--- src/rtl/fetch_stage.sv ---
// Instruction fetch stage: owns the PC, drives a 1-cycle-latency inst ROM and hands
// {pc, inst} downstream with a valid/stall handshake. Optional macro: FETCH_MISALIGN_TRAP_EN.
module fetch_stage #(
   parameter logic [31:0] RESET_PC = 32'h0000_0000
) (
   input  logic        clock,
   input  logic        reset,
   output logic [31:0] rom_addr_out,
   input  logic [31:0] rom_data_in,
   input  logic        stall_in,
   input  logic        redirect_in,
   input  logic [31:0] redirect_pc_in,
   output logic        valid_out,
   output logic [31:0] inst_out,
   output logic [31:0] pc_out,
   output logic [31:0] pc_plus4_out,
   output logic        fetch_fault_out
);

   localparam int unsigned XLEN = 32;
   localparam logic [XLEN-1:0] PC_STEP = XLEN'(4);
   localparam logic [XLEN-1:0] ALIGN_MASK = ~XLEN'(3);

   typedef enum logic [1:0] {
      ST_EMPTY = 2'd0,
      ST_RUN   = 2'd1,
      ST_SKID  = 2'd2
   } state_t;

   state_t          state;
   state_t          state_next;
   logic [XLEN-1:0] fetch_pc;
   logic [XLEN-1:0] fetch_pc_next;
   logic [XLEN-1:0] pend_pc;
   logic [XLEN-1:0] pend_pc_next;
   logic [XLEN-1:0] skid_inst;
   logic [XLEN-1:0] skid_inst_next;
   logic [XLEN-1:0] inst_next;
   logic [XLEN-1:0] pc_next;
   logic [XLEN-1:0] pc_plus4_next;
   logic            valid_next;
   logic            fault_next;
   logic            slot_free;

`ifdef FETCH_MISALIGN_TRAP_EN
   logic            misalign;
   assign misalign = redirect_in && (redirect_pc_in[1:0] != 2'b00);
`endif

   assign rom_addr_out = fetch_pc;
   assign slot_free    = !valid_out || !stall_in;

   // State register and all datapath registers.
   always_ff @(posedge clock) begin
      if (reset) begin
         state           <= ST_EMPTY;
         fetch_pc        <= RESET_PC;
         pend_pc         <= '0;
         skid_inst       <= '0;
         valid_out       <= 1'b0;
         inst_out        <= '0;
         pc_out          <= '0;
         pc_plus4_out    <= '0;
         fetch_fault_out <= 1'b0;
      end else begin
         state           <= state_next;
         fetch_pc        <= fetch_pc_next;
         pend_pc         <= pend_pc_next;
         skid_inst       <= skid_inst_next;
         valid_out       <= valid_next;
         inst_out        <= inst_next;
         pc_out          <= pc_next;
         pc_plus4_out    <= pc_plus4_next;
         fetch_fault_out <= fault_next;
      end
   end

   // Next-state and next-output logic; redirect outranks stall.
   always_comb begin
      state_next     = state;
      fetch_pc_next  = fetch_pc;
      pend_pc_next   = pend_pc;
      skid_inst_next = skid_inst;
      valid_next     = valid_out;
      inst_next      = inst_out;
      pc_next        = pc_out;
      pc_plus4_next  = pc_plus4_out;
      fault_next     = fetch_fault_out;

      if (fetch_fault_out) begin
         // A trapped fetch stays frozen until reset.
         state_next = ST_EMPTY;
         valid_next = 1'b0;
      end else if (redirect_in) begin
         valid_next = 1'b0;
         state_next = ST_EMPTY;
`ifdef FETCH_MISALIGN_TRAP_EN
         if (misalign) begin
            fault_next = 1'b1;
         end else begin
            fetch_pc_next = redirect_pc_in & ALIGN_MASK;
         end
`else
         fetch_pc_next = redirect_pc_in & ALIGN_MASK;
`endif
      end else begin
         case (state)
            ST_EMPTY: begin
               pend_pc_next  = fetch_pc;
               fetch_pc_next = fetch_pc + PC_STEP;
               state_next    = ST_RUN;
               if (slot_free) begin
                  valid_next = 1'b0;
               end
            end
            ST_RUN: begin
               if (slot_free) begin
                  inst_next     = rom_data_in;
                  pc_next       = pend_pc;
                  pc_plus4_next = pend_pc + PC_STEP;
                  valid_next    = 1'b1;
                  pend_pc_next  = fetch_pc;
                  fetch_pc_next = fetch_pc + PC_STEP;
               end else begin
                  // Park the in-flight word; the read issued this cycle is re-issued later.
                  skid_inst_next = rom_data_in;
                  state_next     = ST_SKID;
               end
            end
            ST_SKID: begin
               if (!stall_in) begin
                  inst_next     = skid_inst;
                  pc_next       = pend_pc;
                  pc_plus4_next = pend_pc + PC_STEP;
                  valid_next    = 1'b1;
                  pend_pc_next  = fetch_pc;
                  fetch_pc_next = fetch_pc + PC_STEP;
                  state_next    = ST_RUN;
               end
            end
            default: begin
               state_next = ST_EMPTY;
               valid_next = 1'b0;
            end
         endcase
      end
   end

endmodule

--- config.mk ---
export PLATFORM = sky130hd
export DESIGN_NAME = fetch_stage
export DESIGN_NICKNAME = d
export VERILOG_FILES = /design/src/rtl/fetch_stage.sv
export SDC_FILE = /design/constraint.sdc
export NUM_CORES = 1
export LEC_CHECK = 0
export ABC_CLOCK_PERIOD_IN_PS = 3200
export CAP_MARGIN = 30
export CORE_AREA = 2 2 161 100
export CTS_BUF_LIST = sky130_fd_sc_hd__clkbuf_2
export CTS_CLUSTER_SIZE = 8
export DETAILED_ROUTE_END_ITERATION = 10
export DIE_AREA = 0 0 163 102
export DONT_BUFFER_PORTS = 1
export GPL_ROUTABILITY_DRIVEN = 0
export PLACE_DENSITY = 0.74
export SETUP_SLACK_MARGIN = 0.02
export SLEW_MARGIN = 30
export SYNTH_ARGS = -nofsm -noshare
export SYNTH_HDL_FRONTEND = slang
export SYNTH_SLANG_ARGS = --single-unit
export TNS_END_PERCENT = 1
--- constraint.sdc ---
create_clock -name clock -period 3.2 [get_ports clock]
set_clock_uncertainty 0.1 [all_clocks]
set_input_delay 0.32 -clock clock [delete_from_list [all_inputs] [get_ports clock]]
set_output_delay 0.32 -clock clock [all_outputs]
set_load 0.1 [all_outputs]
==> run summary, run 1 <==
Max cap viols = 0
Design area = 9700 sq um
Remaining DRCs = 0
Leakage power = 3.34 nW
Async set-reset flop share out of synthesis = 0%
Initial antenna violation count = 0
CTS tree = yes
HPWL after DPL = 14600 um
First-pass GRT wire length = 34400 um
Post-layout minimum cycle time = 2.94 ns
Leading area contributor after synthesis = dfxtp_1
Setup CP Type = input pin to flip-flop
CTS Root Cell = clkbuf_2
Top_reg_cell synth = dfxtp_1
Required @ worst endpoint = 3.83 ns
IO buf count = 0
Post-DRT Antenna Nets = 0
DIE AREA = 16600 sq um
Routed wire length per instance = 17.4 um
DR vias = 7277
Fmax = 0.340 GHz
Combinational power share = 17.0%
Final setup fails = 0
Fin cells = 1289
Layout cells sized above 1 = 10.9%
Slew headroom = 31.5%
Largest net degree at the start of global routing = 173
YS warnings = 0
Yosys cell types = 53
CP cell instances = dlygate4sd3_1, clkinv_1, o211ai_1, buf_4, nand2_1, a21oi_1, dlygate4sd3_1
Sw frac = 36.8%
TritonCTS Buffers = 17
Internal = 2.91 mW
Clock Latency Late Sink = 0.73 ns
Outcome = finished, final reports clean
Maximum vdd drop = 0.000244 V
Share of the synthesized area in the top cell type = 45.7%
Dpl ws = 0.746 ns
Fin crit share = 91.9%
Final TNS setup = 0 ns
Nets = 1148
Initial core utilization = 54.2%
Die width = 163 um
Starting DRC count in detailed routing = 638
H-tree depth = 4
Cts repair resizes = 0
Vias per cell = 5.65
Crit-path most repeated cell = dlygate4sd3_1
Final WS setup = 0.258 ns
Cell Area, Placed = 8610 sq um
Share of power burned in the clock network = 23.9%
Core Footprint = 15100 sq um
Reg clk slew, reported paths = 0.30 ns
Top Ports = 198
PwrDens = 475 nW/um^2
Rows = 35
Antenna Cells = 0
Post-Route WL = 22400 um
CP Data Arrival Time = 3.57 ns
CTS Sinks = 187
Final Hold Viols = 0
CP max FO = 33
Worst reg2reg setup slack = 0.30 ns
Worst slew pin tran = 1.03 ns
Max Root-Sink Buffers = 2
Buffer count from post-CTS setup fixing = 0
Area grow syn2layout = 18.4%
GRT Overall Usage = 26.4%
Synth Area per Inst = 8.34 sq um
Sequential Power Share = 59.1%
DRT Pass-1 Iters = 8
Top cells by area, synth = dfxtp_1 46%, nand2_1 9.7%, a211oi_1 6.7%
Vias in the first global route = 6417
Buffer and inverter count on the worst path = 4
RSZ-0062 raised after global routing = no
HP Class = input pin to flip-flop
Crit end category = flip-flop
Critical path's slowest cell = dlygate4sd3_1
Gr ovfl total = 0
EDFF count, synth = 0
CP max stage delay = 0.97 ns
Commonest non-fill, non-tap cells in the layout = 211 x nand2_1, 185 x dfxtp_1, 103 x a21oi_1
Critical Path Source Type = input pin
Switching pwr = 1.70 mW
Cells after synthesis = 983
Most common cell after layout, fill and taps aside = nand2_1
Synthesized area = 8200 sq um
Post-synthesis sequential area ratio = 45.7%
Register bit count reported by yosys = 187
Die H = 102 um
Final slew viol count = 0
Placed Instances = 1171
Worst path top cell family by delay = buffers and inverters
-- worst paths after layout --
path	startpoint	endpoint	depth (start not counted)
max	redirect_in	pc_out[7]$_SDFFE_PP0P_	7
min	stall_in	pc_out[23]$_SDFFE_PP0P_	4
max reg2reg	state[1]$_SDFFE_PP0P_	skid_inst[9]$_SDFFE_PP0P_	9
min reg2reg	skid_inst[18]$_SDFFE_PP0P_	skid_inst[18]$_SDFFE_PP0P_	2
-- area by class of cell --
type	count	area [sq um]
Timing Repair Buffer	146	1370
Clock inverter	14	120
Sequential cell	187	3750
Inverter	13	48.8
Clock buffer	17	85.1
Multi-Input combinational cell	709	4080
Fill cell	1306	5410
Tap cell	203	254
-- state kept, by name (all words and copies together), names as in the netlist --
name	count
inst_out	32
pc_out	30
rom_addr_out	30
state	2
pc_plus4_out	30
skid_inst	32
pend_pc	30
valid_out	1
-- repair_timing --
| item | CTS | global route |
|---|---|---|
| hold buffers | 86 | 1 |
| setup endpoints to repair | 0 | 0 |
| hold endpoints to repair | 187 | 5 |
-- worst min-delay path, stage by stage --
cell     delay, ns
a21oi_1       0.08
and2_4        0.30
nand2_1       0.11
a21oi_1       0.05
-- power by group through the flow --
stage          clock (mW)  combinational, mW  sequential [mW]
6_report             1.10              0.784             2.72
5_1_grt              1.21              0.828             2.73
4_1_cts              1.13              0.774             2.72
3_5_place_dp            0              0.653             2.76
3_3_place_gp            0              0.646             2.76
2_1_floorplan           0              0.288             3.02
-- through the flow --
stage	hold WS (ns)	power, mW	util [%]
floorplan	0.336	3.31	-
detailed placement	0.306	3.41	57.0
CTS	0.000220	4.63	64.1
finish	0.0605	4.61	64.2
global route	0.00769	4.77	64.2
global placement	0.302	3.40	56.9
-- kinds of logic (layout without fill, tap and decap cells) --
kind of cell,after synthesis,in the layout,share of synthesized area [%]
AO/OA/AOI/OAI,207,207,15.9
XOR/XNOR,50,50,5.34
adder cells (fa/ha/maj),6,6,0.916
buffers and inverters,93,190,4.99
flip-flops,187,187,45.7
multiplexers,35,35,4.27
other,1,7,0.0458
AND/OR/NAND/NOR,404,404,22.8
-- metal layers --
metal  vias to the layer above  global-route usage, %  wire [um]
li1                       3562                      -          -
met2                       281                   38.1       9370
met3                        16                   6.86       1950
met1                      3418                   39.8      10900
met4                         0                   4.77        131
met5                         -                      0          0
-- synthesized netlist by cell type, drive strengths merged, types with 2 or more instances --
master    n
nand2   213
dfxtp   187
a21oi   104
nor2     99
a211oi   76
clkbuf   59
xnor2    37
mux2i    35
nand3    25
buf      21
nor4     14
nand4    13
xor2     13
inv      12
nor3     11
a311oi    7
and3      7
o21ai     7
or3       7
and4      6
ha        6
and2      4
o22ai     4
nand2b    2
o211ai    2
(Power assumes the default switching activity.)
==> inputs of run 2 (changes only) <==
--- a/config.mk
+++ b/config.mk
@@ -8,7 +8,6 @@
 export ABC_CLOCK_PERIOD_IN_PS = 3200
 export CAP_MARGIN = 30
 export CORE_AREA = 2 2 161 100
-export CTS_BUF_LIST = sky130_fd_sc_hd__clkbuf_2
 export CTS_CLUSTER_SIZE = 8
 export DETAILED_ROUTE_END_ITERATION = 10
 export DIE_AREA = 0 0 163 102
==> run summary, run 2 (same netlist as run 1, synthesis figures left out) <==
Outcome = finished, final reports clean
Initial antenna violation count = 0
Routed wire length per instance = 17.7 um
Area grow syn2layout = 21.8%
Crit end category = flip-flop
GR Layer Usage met1 = 39.7%
CTS tree = yes
Critical Path Source Type = flip-flop
Hold depth = 2
RSZ-0062 raised after global routing = no
Antenna Cells = 0
Max cap viols = 0
GRT Overall Usage = 26.6%
HP Class = input pin to flip-flop
Top Ports = 198
Final slew viol count = 0
Final TNS setup = 0 ns
DR vias = 7243
Starting DRC count in detailed routing = 781
Die width = 163 um
Leakage power = 3.53 nW
H-tree depth = 4
First-pass GRT wire length = 34600 um
Final Hold Viols = 0
Commonest non-fill, non-tap cells in the layout = 211 x nand2_1, 185 x dfxtp_1, 102 x a21oi_1
Critical path's slowest cell = dlygate4sd3_1
HPWL after DPL = 14600 um
IO buf count = 0
Most common cell after layout, fill and taps aside = nand2_1
TritonCTS Buffers = 17
Post-DRT Antenna Nets = 0
Clock Latency Late Sink = 0.42 ns
Maximum vdd drop = 0.000341 V
Post-Route WL = 22700 um
CP cell instances = buf_4, nand4_1, nor3_4, nand3_2, or4_1, a311oi_1, dlygate4sd3_1
Max Root-Sink Buffers = 2
Largest regs = inst_out x32, skid_inst x32
Reg2Reg Depth = 7
DRT Pass-1 Iters = 7
DIE AREA = 16600 sq um
Initial core utilization = 54.2%
Final setup fails = 0
Rows = 35
CTS Root Cell = clkbuf_16
CP max stage delay = 0.58 ns
CTS Sinks = 187
Setup CP Type = flip-flop to flip-flop
Gr busiest metal = met1
Post-layout minimum cycle time = 2.92 ns
CP Data Arrival Time = 3.18 ns
Layout cells sized above 1 = 11.7%
Nets = 1140
WP depth = 7
Reg clk slew, reported paths = 0.07 ns
Vias per cell = 5.65
Hold_ws = 0.0130 ns
Remaining DRCs = 0
Fmax = 0.342 GHz
Largest net degree at the start of global routing = 150
PwrDens = 554 nW/um^2
Met3 Track Usage GR = 7.10%
Design area = 9980 sq um
Slew headroom = 30.8%
Worst path top cell family by delay = simple AND/OR/NAND/NOR gates
CP max FO = 7
Core Footprint = 15100 sq um
Cell Area, Placed = 8610 sq um
Fin crit share = 91.4%
Worst reg2reg setup slack = 0.28 ns
Required @ worst endpoint = 3.46 ns
Gr ovfl total = 0
Worst slew pin tran = 1.04 ns
Die H = 102 um
Buffer and inverter count on the worst path = 2
Vias in the first global route = 6389
Met2 usage = 37.8%
## run 2: cell count changes in the layout (fill, tap and decap cells not counted)
cell,previous run,this run
dlygate4sd3_1,86,74
a21oi_1,103,102
clkbuf_2,17,0
clkbuf_16,0,17
a21oi_2,1,2
buf_4,56,59
and2_2,0,1
clkinv_1,4,1
clkbuf_8,0,3
## run 2: where the power goes
part / switching (mW) / internal, mW
logic: 0.550 / 0.202
clock network: 0.925 / 1.14
registers: 0.300 / 2.41
total: 1.78 / 3.75
## run 2: stage by stage
stage	util, %	setup WS (ns)	total power, mW	cells
2_1_floorplan	-	0.496	3.31	989
3_3_place_gp	56.9	0.802	3.40	1171
3_5_place_dp	57.0	0.746	3.41	1171
4_1_cts	65.8	0.259	5.55	1276
5_1_grt	66.1	0.0962	5.70	1281
6_report	66.1	0.275	5.53	1281
## run 2: metal layers
| metal | part of all wire, % | vias up |
|---|---|---|
| met2 | 42 | 289 |
| met1 | 48 | 3391 |
| met5 | 0 | - |
| met4 | 0.95 | 0 |
| li1 | - | 3544 |
| met3 | 8.8 | 19 |
## run 2: final timing paths
kind                                                    from                             to
worst max register to register  rom_addr_out[2]$_SDFFE_PP0P_  rom_addr_out[31]$_SDFFE_PP0P_
worst max-delay path            rom_addr_out[2]$_SDFFE_PP0P_  rom_addr_out[31]$_SDFFE_PP0P_
worst min register to register    skid_inst[18]$_SDFFE_PP0P_     skid_inst[18]$_SDFFE_PP0P_
worst min-delay path                                stall_in         valid_out$_SDFFE_PP0P_
## run 2: cell type report
cell class / instances / area, sq um
fill: 1304 / 5120
multi-input combinational: 710 / 4090
sequential: 187 / 3750
timing repair buffer: 137 / 1270
clock buffer: 20 / 467
tap: 203 / 254
clock inverter: 11 / 109
inverter: 13 / 48.8
## run 2: repair_timing
| item | CTS | global route |
|---|---|---|
| setup endpoints to repair | 0 | 4 |
| hold endpoints to repair | 186 | 1 |
| buffers inserted | 0 | 3 |
| hold buffers | 74 | 1 |
| resized for setup | 0 | 1 |
==> inputs of run 3 (changes only) <==
--- a/config.mk
+++ b/config.mk
@@ -14,6 +14,7 @@
 export DONT_BUFFER_PORTS = 1
 export GPL_ROUTABILITY_DRIVEN = 0
 export PLACE_DENSITY = 0.74
+export REMOVE_ABC_BUFFERS = 1
 export SETUP_SLACK_MARGIN = 0.02
 export SLEW_MARGIN = 30
 export SYNTH_ARGS = -nofsm -noshare
==> run summary, run 3 (same netlist as run 1, synthesis figures left out) <==
Setup CP Type = flip-flop to flip-flop
Reg clk slew, reported paths = 0.07 ns
Slew headroom = 31.1%
RSZ-0062 raised after global routing = no
Die width = 163 um
Required @ worst endpoint = 3.46 ns
Vias in the first global route = 6659
Cell Area, Placed = 8550 sq um
Initial antenna violation count = 0
TritonCTS Buffers = 17
DIE AREA = 16600 sq um
Clock Latency Late Sink = 0.42 ns
IO buf count = 0
Final setup fails = 0
Initial core utilization = 54.2%
H-tree depth = 4
CP cell instances = inv_1, ha_1, a21o_1, a21oi_2, nand4_2, or3_1, a311oi_1, dlygate4sd3_1
DR vias = 7188
GRT Overall Usage = 26.9%
Critical Path Source Type = flip-flop
Worst reg2reg setup slack = 0.26 ns
Critical path's slowest cell = dlygate4sd3_1
Largest net degree at the start of global routing = 148
Layout cells sized above 1 = 10.4%
Fin crit share = 92.0%
Routed wire length per instance = 17.5 um
Final slew viol count = 0
Max Root-Sink Buffers = 2
Top Ports = 198
Worst slew pin tran = 1.03 ns
Post-Route WL = 22300 um
Design area = 9950 sq um
Overall Power = 5.55 mW
Area grow syn2layout = 21.4%
Crit end category = flip-flop
Final Hold Viols = 0
Max cap viols = 0
Placed Instances = 1165
CTS Root Cell = clkbuf_16
Core Footprint = 15100 sq um
Fmax = 0.340 GHz
Starting DRC count in detailed routing = 632
CP max FO = 7
HPWL after DPL = 14500 um
Top routing layer in use = met4
CP Data Arrival Time = 3.20 ns
Remaining DRCs = 0
CTS tree = yes
Worst path top cell family by delay = compound AO/OA/AOI/OAI gates
CTS Sinks = 187
Die H = 102 um
Hold_ws = 0.0213 ns
Largest regs = inst_out x32, skid_inst x32
DRT Pass-1 Iters = 4
Vias per cell = 5.63
Post-layout minimum cycle time = 2.94 ns
Met2 Routed Length = 9570 um
HP Class = input pin to flip-flop
Commonest non-fill, non-tap cells in the layout = 211 x nand2_1, 186 x dfxtp_1, 103 x a21oi_1
Metal-1 WL = 10400 um
Final TNS setup = 0 ns
Fin cells = 1276
Nets = 1136
Maximum vdd drop = 0.000351 V
Gr ovfl total = 0
Leakage power = 3.48 nW
Post-DRT Antenna Nets = 0
Outcome = finished, final reports clean
First-pass GRT wire length = 35300 um
PwrDens = 558 nW/um^2
Antenna Cells = 0
Buffer and inverter count on the worst path = 2
CP max stage delay = 0.59 ns
Rows = 35
Most common cell after layout, fill and taps aside = nand2_1
Wire length on met3 = 2130 um
-- run 3: through the flow --
| stage | util (%) | setup WS (ns) |
|---|---|---|
| floorplan | - | -1.76 |
| finish | 65.8 | 0.256 |
| global placement | 56.6 | 0.805 |
| detailed placement | 56.6 | 0.736 |
| CTS | 65.8 | 0.209 |
| global route | 65.8 | 0.119 |
-- run 3: report_power, final --
group          internal, mW  leakage, nW  total [mW]  switching (mW)
logic                 0.206         1.69       0.716           0.510
clock network          1.15        0.263        2.09           0.940
registers              2.41         1.52        2.74           0.331
total                  3.77         3.48        5.55            1.78
-- run 3: routing by layer --
metal | GRT usage, % | vias up
met2 | 40.6 | 260
met3 | 9.33 | 17
li1 | - | 3541
met1 | 37.7 | 3370
met4 | 5.31 | 0
met5 | 0 | -
-- run 3: layout make-up --
class                      count  area [sq um]
clock buffer                  18           429
clock inverter                12           140
fill                        1276          5160
inverter                      13          48.8
multi-input combinational    709          4080
sequential                   187          3740
tap                          203           254
timing repair buffer         134          1250
-- run 3: timing repair --
item                       in CTS  in global routing
hold endpoints to repair      186                  0
setup buffers                   0                  0
gates resized for setup         0                  0
hold buffers                   81                  0
setup endpoints to repair       0                  0
-- run 3: final timing paths --
check,startpoint,end,cells past startpoint
max,state[1]$_SDFFE_PP0P_,rom_addr_out[28]$_SDFFE_PP0P_,8
min,redirect_pc_in[18],rom_addr_out[18]$_SDFFE_PP0P_,2
max reg2reg,state[1]$_SDFFE_PP0P_,rom_addr_out[28]$_SDFFE_PP0P_,8
min reg2reg,skid_inst[29]$_SDFFE_PP0P_,skid_inst[29]$_SDFFE_PP0P_,2
==> RTL edit, RTL diff (flow settings as in run 3) <==
Make the reset (`reset`) asynchronous in one clocked block.
--- a/src/rtl/fetch_stage.sv
+++ b/src/rtl/fetch_stage.sv
@@ -53,3 +53,3 @@
    // State register and all datapath registers.
-   always_ff @(posedge clock) begin
+   always_ff @(posedge clock or posedge reset) begin
       if (reset) begin
Check against the original RTL: differs if reset is asserted again (counterexample within 4 cycles, from zero or initial values and one cycle with reset high); with reset held inactive, the same outputs for 4 cycles.
==> RTL edit against run 3 <==
Sequential cell count unchanged. Highest routed layer unchanged. Area after synthesis increased by 5.6%. Design area increased by 3.0%. Synthesized cell count decreased by 15%. Hold slack got worse by 13 ps. Critical path depth decreased by 4. Global-route usage decreased by 0.13 points. Wire length decreased by 1.2%. First-iteration DRC count decreased by 17%. Worst setup slack improved by 220 ps. Non-clock buffer count decreased by 28.
Power is left out: the tool's default activity adds up to more than one toggle a clock period on the data nets, which glitch-free logic cannot reach.
==> RTL edit: results (changes against run 3) <==
[synthesis]
synth-async-reset-ratio_pct = 100  ; +100 points
synth_common_cells = dfrtp_1 (187), nand2_1 (162), o21ai_0 (64)
synth.distinct_cells = 44  ; -17%
netlist_top_cells_area = dfrtp_1 (54%), mux2_2 (7.8%), nand2_1 (7.0%)
ys_warn_count = 0  ; unchanged
yosysSeqAreaShare_pct = 54.0  ; +8.4 points
ys.flop_type = dfrtp_1

[min_path]
whs_path_depth = 2  ; unchanged
hp-class = input port to register
hold_end = inst_out[23]
min_from = rom_data_in[23]

[layout]
drive_gt1_share_pct = 15.4  ; +4.9 points
fillers = 1119  ; -12%
fin_nets = 987  ; -13%
n_antenna_cell = 0  ; unchanged
multiInputGateArea_sq_um = 3720  ; -8.8%
top_regs = inst_out: 32 flops, skid_inst: 32 flops

[placement]
place_ws_ps = 510  ; -226 ps
postPlaceCellArea_sq_um = 9020  ; +5.6%
portBuffers = 0  ; unchanged
hpwlAfterDp_um = 15000  ; +3.3%

[sta]
max_freq_mhz = 368  ; +8.2%
timing.hold.ws_ps = 7.90  ; -13.4 ps
max_slew_margin_pct = 33.6  ; +2.6 points

[grt]
grt_first_pass_wirelength_um = 34700  ; -1.7%
grt_max_degree = 145  ; -2.0%
grt_pass1_vias = 6623  ; -0.54%
antenna_found_initial = 0  ; unchanged
track_usage_pct = 26.8  ; -0.13 points

[clock_tree]
cts_root_buffer = clkbuf_16
htree_levels = 4  ; unchanged
cts.clk_slew.worst_paths_ps = 80
numCtsBuffers = 17  ; unchanged
clock_tree.buffer_depth = 2  ; unchanged
insertion_delay_ps = 430
postCtsSetupBuffers = 0  ; unchanged

[worst_setup_path]
worstReg2RegStart = rom_addr_out[17]
path_max_fanout = 28  ; +21
arrival_ps = 2970  ; -230 ps
reg2reg_depth = 4  ; -4
r2r_slack_ps = 480  ; +220 ps
rr_endpoint = rom_addr_out[28]

[outcome]
status = finished clean

[drt]
via_per_inst = 6.06  ; +7.5%
wl_um = 22100  ; -1.2%
drtIter0Drc = 522  ; -17%
drt-pass1-iter-count = 5  ; +1

RTL edit: cell count changes after synthesis, moves of 58 or more:
cell	delta
a211oi_1	-69
mux2_2	+60
dfxtp_1	-187
a21oi_1	-99
dfrtp_1	+187
o21ai_0	+58
RTL edit: what timing repair did:
item / 4_1_cts / 5_1_grt
hold endpoints to repair: 217 / 1
resized for setup: 0 / 0
hold buffers: 63 / 1
RTL edit: worst max-delay path by stage:
stage,endpoint,from
2_1_floorplan,inst_out[0],reset
6_report,rom_addr_out[28],rom_addr_out[17]
3_5_place_dp,rom_addr_out[23],rom_addr_out[17]
5_1_grt,rom_addr_out[22],rom_addr_out[17]
3_3_place_gp,rom_addr_out[25],rom_addr_out[17]
4_1_cts,rom_addr_out[28],rom_addr_out[17]
RTL edit: per-stage QoR:
stage,cells,TNS (ps)
after detailed placement,1032,0
after global routing,1127,0
final,1127,0
after global placement,1032,0
after CTS,1126,0
after floorplan,787,-598640
RTL edit: kinds of logic after synthesis:
family	Yosys count	synth area share (%)
flip-flops	187	54.0
AO/OA/AOI/OAI	148	10.5
AND/OR/NAND/NOR	313	17.1
buffers and inverters	68	3.47
adder cells (fa/ha/maj)	7	1.01
XOR/XNOR	21	2.12
multiplexers	94	11.7
other	1	0.0433
RTL edit: area by class of cell:
cell class | instances | share of cell area (%)
clock inverter | 14 | 1.47
multi-input combinational | 590 | 36.3
tap | 203 | 2.48
clock buffer | 17 | 4.15
timing repair buffer | 106 | 9.45
sequential | 187 | 45.7
inverter | 10 | 0.488
RTL edit: worst max-delay path, stage by stage, from the launching register on:
cell and delay [ps]:
dfrtp_1 990, nand4_1 200, or4_4 610, or4_1 550, a31oi_1 190
RTL edit: layer usage:
layer,up-vias,global-route usage [%],share of wire (%)
met4,0,7.01,1.5
met2,311,41.3,45
met5,-,0,0
met3,27,8.24,8.8
li1,3130,-,-
met1,3357,37.5,45
